<file path="config.mk">
export PLATFORM = sky130hd
export DESIGN_NAME = gsim_param_flat
export DESIGN_NICKNAME = d
export VERILOG_FILES = /design/src/rtl/gsim_param_if.sv /design/src/rtl/gsim_param.sv /design/src/flat_wrapper.sv
export SDC_FILE = /design/constraint.sdc
export NUM_CORES = 2
export LEC_CHECK = 0
export CAP_MARGIN = 20
export CORE_MARGIN = 5
export CORE_UTILIZATION = 30
export DETAILED_ROUTE_END_ITERATION = 8
export HOLD_SLACK_MARGIN = 0.05
export SYNTH_ARGS = -nofsm -noshare
export SYNTH_HDL_FRONTEND = slang
export SYNTH_SLANG_ARGS = --single-unit
</file>
<file path="constraint.sdc">
create_clock -name clk -period 127.4 [get_ports clk]
set_clock_uncertainty 0.15 [all_clocks]
set_input_delay 12.74 -clock clk [delete_from_list [all_inputs] [get_ports clk]]
set_output_delay 12.74 -clock clk [all_outputs]
set_load 0.01 [all_outputs]
</file>
<file path="src/rtl/gsim_param_if.sv">
// gsim_param_if: job-level stream bundle for the gsim_param Gauss-Seidel solver.
//
// Handshake semantics (there is no back-pressure in either direction):
//   in_en/b_in   - the source presents one b element per cycle with in_en=1.
//                  A job is N back-to-back in_en cycles. iter_max and tol are
//                  only looked at on the first in_en cycle of a job. in_en is
//                  ignored while a job is solving or streaming out.
//   out_valid    - the solver presents x[0..N-1] on N consecutive cycles. The
//                  sink must accept every element on the cycle it is offered.
//                  sweeps_out is meaningful only while out_valid=1, and x_out
//                  and sweeps_out read 0 otherwise.
//   busy         - high while a job occupies the solver.
//   err          - one-cycle pulse when a load stops before N elements.
//
// Modports:
//   master - the environment (drives job inputs, observes results)
//   slave  - the solver
interface gsim_param_if #(
  parameter int ITER_W = 8
);
  logic                     in_en;
  logic signed [15:0]       b_in;
  logic        [ITER_W-1:0] iter_max;
  logic        [31:0]       tol;
  logic                     out_valid;
  logic signed [31:0]       x_out;
  logic                     busy;
  logic        [ITER_W-1:0] sweeps_out;
  logic                     err;

  modport master (
    output in_en, b_in, iter_max, tol,
    input  out_valid, x_out, busy, sweeps_out, err
  );

  modport slave (
    input  in_en, b_in, iter_max, tol,
    output out_valid, x_out, busy, sweeps_out, err
  );
endinterface

</file>
<file path="src/rtl/gsim_param.sv">
// gsim_param: Gauss-Seidel solver for the banded system A*x = b with
// A = pentadiagonal-plus band {-1, 6, -13, 20, -13, 6, -1} (diagonals -3..+3).
// One job at a time: load N b elements, sweep until the sweep limit or the
// convergence tolerance is met, then stream x out in index order.
//
// Ports:
//   clk        - clock, rising edge
//   rst_in     - asynchronous reset, active high
//   bus        - gsim_param_if.slave: in_en, b_in, iter_max, tol (in);
//                out_valid, x_out, busy, sweeps_out, err (out)
//   state_dbg  - current FSM state (IDLE=0, LOAD=1, SOLVE=2, OUT=3)
//
// Parameters:
//   N      - number of unknowns, 4..64
//   ITER_W - width of the sweep limit / sweep count
module gsim_param #(
  parameter int N      = 16,
  parameter int ITER_W = 8
) (
  input  logic               clk,
  input  logic               rst_in,
  gsim_param_if.slave        bus,
  output logic [1:0]         state_dbg
);

  localparam int IW = $clog2(N);
  // Wide enough to hold idx+3 without wrapping, for the boundary tests.
  localparam int CW = IW + 2;
  localparam logic [IW-1:0] LAST = IW'(N - 1);
  localparam logic signed [47:0] QMAX = 48'sd2147483647;
  localparam logic signed [47:0] QMIN = -48'sd2147483648;

  typedef enum logic [1:0] {
    S_IDLE  = 2'd0,
    S_LOAD  = 2'd1,
    S_SOLVE = 2'd2,
    S_OUT   = 2'd3
  } state_t;

  state_t state, state_nx;

  // One index serves as load pointer k, solve pointer i and output pointer j.
  logic        [IW-1:0]     idx;
  logic signed [15:0]       b_mem [N];
  logic signed [31:0]       x_mem [N];
  logic        [ITER_W-1:0] lim_r;
  logic        [ITER_W-1:0] cnt_r;
  logic        [31:0]       tol_r;
  logic        [32:0]       dmax_r;
  logic                     err_r;

  logic                     last_idx;
  assign last_idx  = (idx == LAST);
  assign state_dbg = state;

  function automatic logic signed [47:0] sx(input logic signed [31:0] v);
    sx = {{16{v[31]}}, v};
  endfunction

  // ---------------------------------------------------------------------------
  // Solve datapath: one Gauss-Seidel row update per cycle.
  // x_mem already holds updated values below idx and previous-sweep values
  // above idx, so reading it directly gives true Gauss-Seidel ordering.
  // ---------------------------------------------------------------------------
  logic        [CW-1:0] ie;
  logic signed [47:0]   xm1, xm2, xm3, xp1, xp2, xp3;
  logic signed [47:0]   s_acc, q_t, r_t, q_f;
  logic signed [31:0]   x_new, x_old;
  logic        [32:0]   diff, d_abs, sweep_max;
  logic        [ITER_W-1:0] cnt_inc;
  logic                 sweep_done;

  always_comb begin
    ie    = CW'(idx);
    xm1   = '0;
    xm2   = '0;
    xm3   = '0;
    xp1   = '0;
    xp2   = '0;
    xp3   = '0;
    if (ie >= CW'(1))          xm1 = sx(x_mem[idx - IW'(1)]);
    if (ie >= CW'(2))          xm2 = sx(x_mem[idx - IW'(2)]);
    if (ie >= CW'(3))          xm3 = sx(x_mem[idx - IW'(3)]);
    if (ie + CW'(1) < CW'(N))  xp1 = sx(x_mem[idx + IW'(1)]);
    if (ie + CW'(2) < CW'(N))  xp2 = sx(x_mem[idx + IW'(2)]);
    if (ie + CW'(3) < CW'(N))  xp3 = sx(x_mem[idx + IW'(3)]);

    s_acc = $signed({{16{b_mem[idx][15]}}, b_mem[idx], 16'h0000})
          + 48'sd13 * (xm1 + xp1)
          - 48'sd6  * (xm2 + xp2)
          + (xm3 + xp3);

    // Division truncates toward zero; pull negative inexact quotients down
    // by one so the result is a true floor.
    q_t = s_acc / 48'sd20;
    r_t = s_acc % 48'sd20;
    q_f = ((r_t != 48'sd0) && s_acc[47]) ? (q_t - 48'sd1) : q_t;

    if (q_f > QMAX)      x_new = 32'sh7FFFFFFF;
    else if (q_f < QMIN) x_new = 32'sh80000000;
    else                 x_new = q_f[31:0];

    // Both operands fit in 32 signed bits, so a 33-bit difference never
    // overflows and its magnitude fits in 33 unsigned bits.
    x_old = x_mem[idx];
    diff  = {x_new[31], x_new} - {x_old[31], x_old};
    d_abs = diff[32] ? (33'd0 - diff) : diff;

    sweep_max  = ((idx == '0) || (d_abs > dmax_r)) ? d_abs : dmax_r;
    cnt_inc    = (&cnt_r) ? cnt_r : (cnt_r + ITER_W'(1));
    sweep_done = (cnt_inc >= lim_r) || (sweep_max <= {1'b0, tol_r});
  end

  // ---------------------------------------------------------------------------
  // FSM: state register
  // ---------------------------------------------------------------------------
  always_ff @(posedge clk or posedge rst_in) begin
    if (rst_in) state <= S_IDLE;
    else        state <= state_nx;
  end

  // ---------------------------------------------------------------------------
  // FSM: next state and outputs
  // ---------------------------------------------------------------------------
  always_comb begin
    state_nx       = state;
    bus.out_valid  = 1'b0;
    bus.x_out      = '0;
    bus.busy       = 1'b0;
    bus.sweeps_out = '0;
    bus.err        = err_r;

    case (state)
      S_IDLE: begin
        if (bus.in_en) state_nx = S_LOAD;
      end
      S_LOAD: begin
        bus.busy = 1'b1;
        if (!bus.in_en)    state_nx = S_IDLE;
        else if (last_idx) state_nx = S_SOLVE;
      end
      S_SOLVE: begin
        bus.busy = 1'b1;
        if (last_idx && sweep_done) state_nx = S_OUT;
      end
      S_OUT: begin
        bus.busy       = 1'b1;
        bus.out_valid  = 1'b1;
        bus.x_out      = x_mem[idx];
        bus.sweeps_out = cnt_r;
        if (last_idx) state_nx = S_IDLE;
      end
      default: state_nx = S_IDLE;
    endcase
  end

  // ---------------------------------------------------------------------------
  // Job storage, pointers and counters
  // ---------------------------------------------------------------------------
  always_ff @(posedge clk or posedge rst_in) begin
    if (rst_in) begin
      idx    <= '0;
      lim_r  <= '0;
      cnt_r  <= '0;
      tol_r  <= '0;
      dmax_r <= '0;
      err_r  <= 1'b0;
      for (int i = 0; i < N; i++) begin
        x_mem[i] <= '0;
        b_mem[i] <= '0;
      end
    end else begin
      err_r <= 1'b0;
      case (state)
        S_IDLE: begin
          if (bus.in_en) begin
            b_mem[0] <= bus.b_in;
            lim_r    <= (bus.iter_max == '0) ? ITER_W'(1) : bus.iter_max;
            tol_r    <= bus.tol;
            cnt_r    <= '0;
            dmax_r   <= '0;
            idx      <= IW'(1);
            for (int i = 0; i < N; i++) x_mem[i] <= '0;
          end
        end
        S_LOAD: begin
          if (!bus.in_en) begin
            err_r <= 1'b1;
            idx   <= '0;
          end else begin
            b_mem[idx] <= bus.b_in;
            idx        <= last_idx ? '0 : (idx + IW'(1));
          end
        end
        S_SOLVE: begin
          x_mem[idx] <= x_new;
          dmax_r     <= sweep_max;
          if (last_idx) begin
            cnt_r <= cnt_inc;
            idx   <= '0;
          end else begin
            idx <= idx + IW'(1);
          end
        end
        S_OUT: begin
          idx <= last_idx ? '0 : (idx + IW'(1));
        end
        default: idx <= '0;
      endcase
    end
  end

endmodule

</file>
<file path="src/flat_wrapper.sv">
// flat-port wrapper written by rule: the top's interface ports become plain ports
module gsim_param_flat 
#(
  parameter int N      = 16,
  parameter int ITER_W = 8
)
  (clk, rst_in, state_dbg, bus_in_en, bus_b_in, bus_iter_max, bus_tol, bus_out_valid, bus_x_out, bus_busy, bus_sweeps_out, bus_err);
  gsim_param_if #(.ITER_W(ITER_W)) bus_i ();
  input  logic clk;
  input  logic rst_in;
  output logic [1:0] state_dbg;
  input wire logic [$bits(bus_i.in_en)-1:0] bus_in_en;
  input wire logic [$bits(bus_i.b_in)-1:0] bus_b_in;
  input wire logic [$bits(bus_i.iter_max)-1:0] bus_iter_max;
  input wire logic [$bits(bus_i.tol)-1:0] bus_tol;
  output wire logic [$bits(bus_i.out_valid)-1:0] bus_out_valid;
  output wire logic [$bits(bus_i.x_out)-1:0] bus_x_out;
  output wire logic [$bits(bus_i.busy)-1:0] bus_busy;
  output wire logic [$bits(bus_i.sweeps_out)-1:0] bus_sweeps_out;
  output wire logic [$bits(bus_i.err)-1:0] bus_err;
  assign bus_i.in_en = bus_in_en;
  assign bus_i.b_in = bus_b_in;
  assign bus_i.iter_max = bus_iter_max;
  assign bus_i.tol = bus_tol;
  assign bus_out_valid = bus_i.out_valid;
  assign bus_x_out = bus_i.x_out;
  assign bus_busy = bus_i.busy;
  assign bus_sweeps_out = bus_i.sweeps_out;
  assign bus_err = bus_i.err;
  gsim_param #(.N(N), .ITER_W(ITER_W)) u_core (.clk(clk), .rst_in(rst_in), .bus(bus_i), .state_dbg(state_dbg));
endmodule
</file>
Word-level counts from Yosys, hierarchy flattened
Cells that the tools add are included.

word-level totals
  register bits after elaboration = 856
  bits in latches = 0
  memory bits (writable) = 0
  memory bits (read-only) = 0
  output and inout port bits = 45
  memories kept = 0

operators by class
  add/sub/neg operators = 19
  $mul = 2
  divide/modulo/power cells = 2
  magnitude comparators = 19
  equality and inequality tests = 10
  shifts and indexed selects = 0
  mux-type cells = 69
  bitwise operators = 7
  reduce and logical (&&, ||, !) cells = 20

operators with widths
  cell                                                                            number
  512-bit one-hot mux with 2 select lines                                         1
  32-bit binary-select mux with 4-bit select                                      7
  32-bit two-way mux                                                              18
  512-bit bitwise mux                                                             1
  512-bit two-way mux                                                             1
  48-bit two-way mux                                                              7
  256-bit bitwise mux                                                             1
  256-bit two-way mux                                                             1
  48-bit adder                                                                    4
  32-bit demux with 4-bit select                                                  1
  33-bit two-way mux                                                              3
  33-bit one-hot mux with 2 select lines                                          1
  16-bit binary-select mux with 4-bit select                                      1
  16-bit demux with 4-bit select                                                  1
  16-bit two-way mux                                                              4
  32-bit by 48-bit adder with 48-bit output                                       1
  48-bit by 6-bit divider with 48-bit output, second input constant               1
  48-bit by 32-bit > comparator with 1-bit output, second input constant          1
  48-bit by 32-bit less-than comparator with 1-bit output, second input constant  1
  48-bit by 6-bit modulo with 48-bit output, second input constant                1
  3-bit by 48-bit multiplier with 47-bit output, first input constant             1
  5-bit by 48-bit multiplier with 48-bit output, first input constant             1
  48-bit nonzero test                                                             1
  48-bit by 2-bit subtractor with 48-bit output, second input constant            1
  other kinds (45)                                                                87

Logic depth before layout (Yosys ltp)
  depth in word-level cells = 29
  mapped depth = 234

Worst setup path before layout
Ideal clock, no wire load.

  kind = register -> register
  from = reg u_core.idx[1]
  to = reg u_core.state[0], in the netlist u_core.state_dbg[0]
  data arrival time = 42.596 ns
  data required time = 127.185 ns
  slack = 84.589 ns
  stages on the path, launching flop included = 221
  buffers on the path = 20
  period minus slack after synthesis = 42.811 ns
  cell sequence = dfrtp_1 clkbuf_1 buf_1 inv_1 ha_1 xor2_1 clkbuf_1 clkbuf_1 nand2_1 a21oi_1 a21oi_1 nor2_1 ha_1 inv_1 fa_1 nor2b_1 o31a_1 a21oi_1 (+185 left out) ha_1 nor2b_1 o21a_1 o21ai_0 nand2b_1 a21oi_1 o21ai_0 a221oi_1 o21ai_0 a221o_1 a21oi_1 o21ai_0 a21o_1 a21o_1 a21oi_1 o21ai_0 a32oi_1 o221a_2

on the way
  cells in the longest elaborated chain, start to end = 29
  elaborated cells between the ends (all ways) = 85

ends and longest elaborated chain
  what                                                   line               text
  start, declared                                        gsim_param.sv:43   logic [IW-1:0] idx;
  start signal, assigned                                 gsim_param.sv:192  idx <= last_idx ? '0 : (idx + IW'(1));
  start signal, assigned                                 gsim_param.sv:202  idx <= idx + IW'(1);
  start signal, assigned                                 gsim_param.sv:206  idx <= last_idx ? '0 : (idx + IW'(1));
  branches (longest 28 deep; another with 48-bit adder)  --
  4-bit AND reduction (no source line) *                 --
  end signal, assigned                                   gsim_param.sv:119  else state <= state_nx;
  end, declared                                          gsim_param.sv:40   state_t state, state_nx;

Mark *: on every way between the ends. The select of a mux whose other input is x is not followed.
A chain may end at the register's enable or synchronous reset.

Worst setup path in the final report
  from = reg u_core.idx[2]
  to = reg u_core.state[0], in the netlist u_core.state_dbg[0]

The elaborated chain is that of the path after synthesis.

==> run summary <==
Final hold vios: 0
Commonest non-fill, non-tap cell in the layout: nand2_1
Post-synthesis xor/xnor area fraction: 4.001%
Library cells used by synthesis: 136
Initial antenna violation count: 18
Most frequent cells in the layout: nand2_1, dfrtp_1, mux4_2
Syn Inst Count: 8562
Input/output buffers: 103
Worst Path Buf+Inv: 12
Placement Rows: 194
Post-synth EDFFs: 0
Clk sinks: 856
Final Cycle Share: 40.95%
Mean Syn Cell Area: 9.799 um2
Cell mode on critical path: a21oi_1
CTS buffer count: 96
Area delta synth->final: 9.651%
Clock-pin transition on the worst setup and hold timing paths: 60 ps
Number of I/O pins: 104
Worst R2R Start: u_core.idx[2]
Final setup fails: 0
Synth warnings: 0
Compound-Gate Fraction of Synth Area: 18.56%
Worst hold margin: 328.3 ps
DRC viols: 0
Area leader, netlist: dfrtp_1
Slowest cell on crit path: ha_4
DR vias: 73.01k
# H-tree levels: 3
Final Critical Period: 52170 ps
Drt first-iter violations: 9104
Yosys reg bits: 856
WL final: 318100 um
Slew Viols, Final: 0
Slowest stage delay, CP: 860 ps
Area of the die: 0.2903 mm2
Post-CTS Hold Fix Bufs: 0
Yosys top cell area share: 25.53%
RSZ-0062 raised after global routing: no
Placed cell area: 0.08852 mm2
Final Util: 32.98%
Core Footprint: 0.2789 mm2
Netlist Area Pre-Place: 0.08390 mm2
Global-route wire length before repair: 469500 um
Relative slew slack: 6.120%
Worst hold path startpoint: u_core.b_mem[249]
HPWL after detailed placement: 220100 um
CTS root buf: clkbuf_16
Main area contributors after synthesis: dfrtp_1, mux4_2, ha_1
Max Cap Violations: 0
Die Height: 538.8 um
Post-CTS setup buffers: 0
Ys flop type: dfrtp_1
Hold Crit Class: flop to flop
Latest clock arrival within the worst-skew pair: 780 ps
Die width: 538.8 um
CTS tree: built
WL/cell: 26.34 um
Finished Cell Area: 0.09199 mm2
Nets: 8955
Clock Path Buffers: 3
Syn Nets: 9246
Crit-path leading delay family: compound AO/OA/AOI/OAI gates
Vias in the first global route: 70.79k
Worst setup SP type: flop
Setup_tns: 0 ps
Sequential share of the synthesized area: 25.53%
Final ANT Viol Nets: 0
Worst Path Arrival: 52740 ps
CP Max Fanout: 63
Gpl congestion: 0.9547
Worst Tran Pin Value: 1408 ps
Post-synthesis async set-or-reset flop share: 100.0%
Crit path kind: flop to flop
Outcome: finished, final reports clean
CP Launch Point: u_core.idx[2]
Total global routing overflow: 0
Total Routing Usage GR: 20.97%
DRT Pass-1 Iters: 7
Largest net degree at the start of global routing: 198
F_max: 19.17 MHz
Largest family of logic cells by synthesized area: multiplexers
CP Data Required Time: 127970 ps
Post-CTS sizing: 0
Simple-Gate Fraction of Synth Area: 12.27%
Vias per cell: 6.046
Adder-cell share of the synthesized area: 11.14%
Initial Util: 30.08%
Proportion of synthesized area in mux cells: 22.78%
Critical Path End Type: flop
Share of post-route cells with drive strength above 1: 17.59%
-- metal layers --
layer,track usage [%],part of all wire [%],wire (um)
met5,0,0.038,121
met4,13.01,7.5,23800
met3,5.395,11,33980
met2,32.23,44,139200
met1,26.37,38,121000
-- synthesized netlist by cell type, drive strengths merged (50+ instances only) --
library cell	count
o211ai	57
nand4	64
buf	244
nor2b	99
nor2	419
mux2i	152
xor2	122
a21o	92
xnor2	257
nand2	1064
and3	50
nand3	133
a211oi	164
a21oi	430
mux2	296
clkbuf	407
o21ai	362
and2	116
fa	199
a31oi	63
dfrtp	856
o31ai	552
inv	502
nor3	107
o21bai	75
mux4	632
ha	426
-- through the flow --
stage | std cells | worst slack [ps]
finish | 12080 | 75230
CTS | 12060 | 75630
detailed placement | 11890 | 75820
global route | 12070 | 71170
global placement | 11890 | 76640
floorplan | 8562 | 84590
-- final cells by class --
type                       instances  area (um2)
timing repair buffer             271        2449
fill                           28060      186900
antenna                            5       12.51
sequential                       856       21440
inverter                         502        1892
clock inverter                    37       546.8
multi-input combinational       6544       58260
tap                             3724        4659
clock buffer                     138        2740
-- worst paths after layout --
kind	cells after the start	end	slack, ps
setup / recovery	205	u_core.state_dbg[0]	75230
hold / removal	2	u_core.b_mem[249]	330
setup reg to reg	205	u_core.state_dbg[0]	75230
hold reg to reg	2	u_core.b_mem[249]	330
max in group asynchronous	5	u_core.x_mem[135]	111600
min in group asynchronous	2	u_core.bus.err	12260
-- sequential cells by signal, summed over array words and instances (netlist names), named ones only --
signal and cells:
u_core.tol_r 32, u_core.bus.err 1, u_core.x_mem 512, u_core.state_dbg 1, u_core.idx 4, u_core.dmax_r 33, u_core.cnt_r 8, u_core.b_mem 256
u_core.lim_r 8
-- worst min-delay path, delay by kind of cell, from the launching register on --
family	cells	cell delay, ps
DFF	1	340
AOI/OAI and AO/OA	1	60
and+or+nand+nor	1	50
-- cell families (layout without fill, tap and decap cells) --
logic type      after synthesis  in the layout
compound gates             2214           2214
flops                       856            856
fa+ha+maj                   628            628
mux                        1080           1080
simple gates               2242           2242
other cells                   0              5
xor+xnor                    380            380
buf+inv                    1162            948
Power is not shown: default switching activity piles up to over one toggle a cycle in this logic, so the estimate is an artifact.
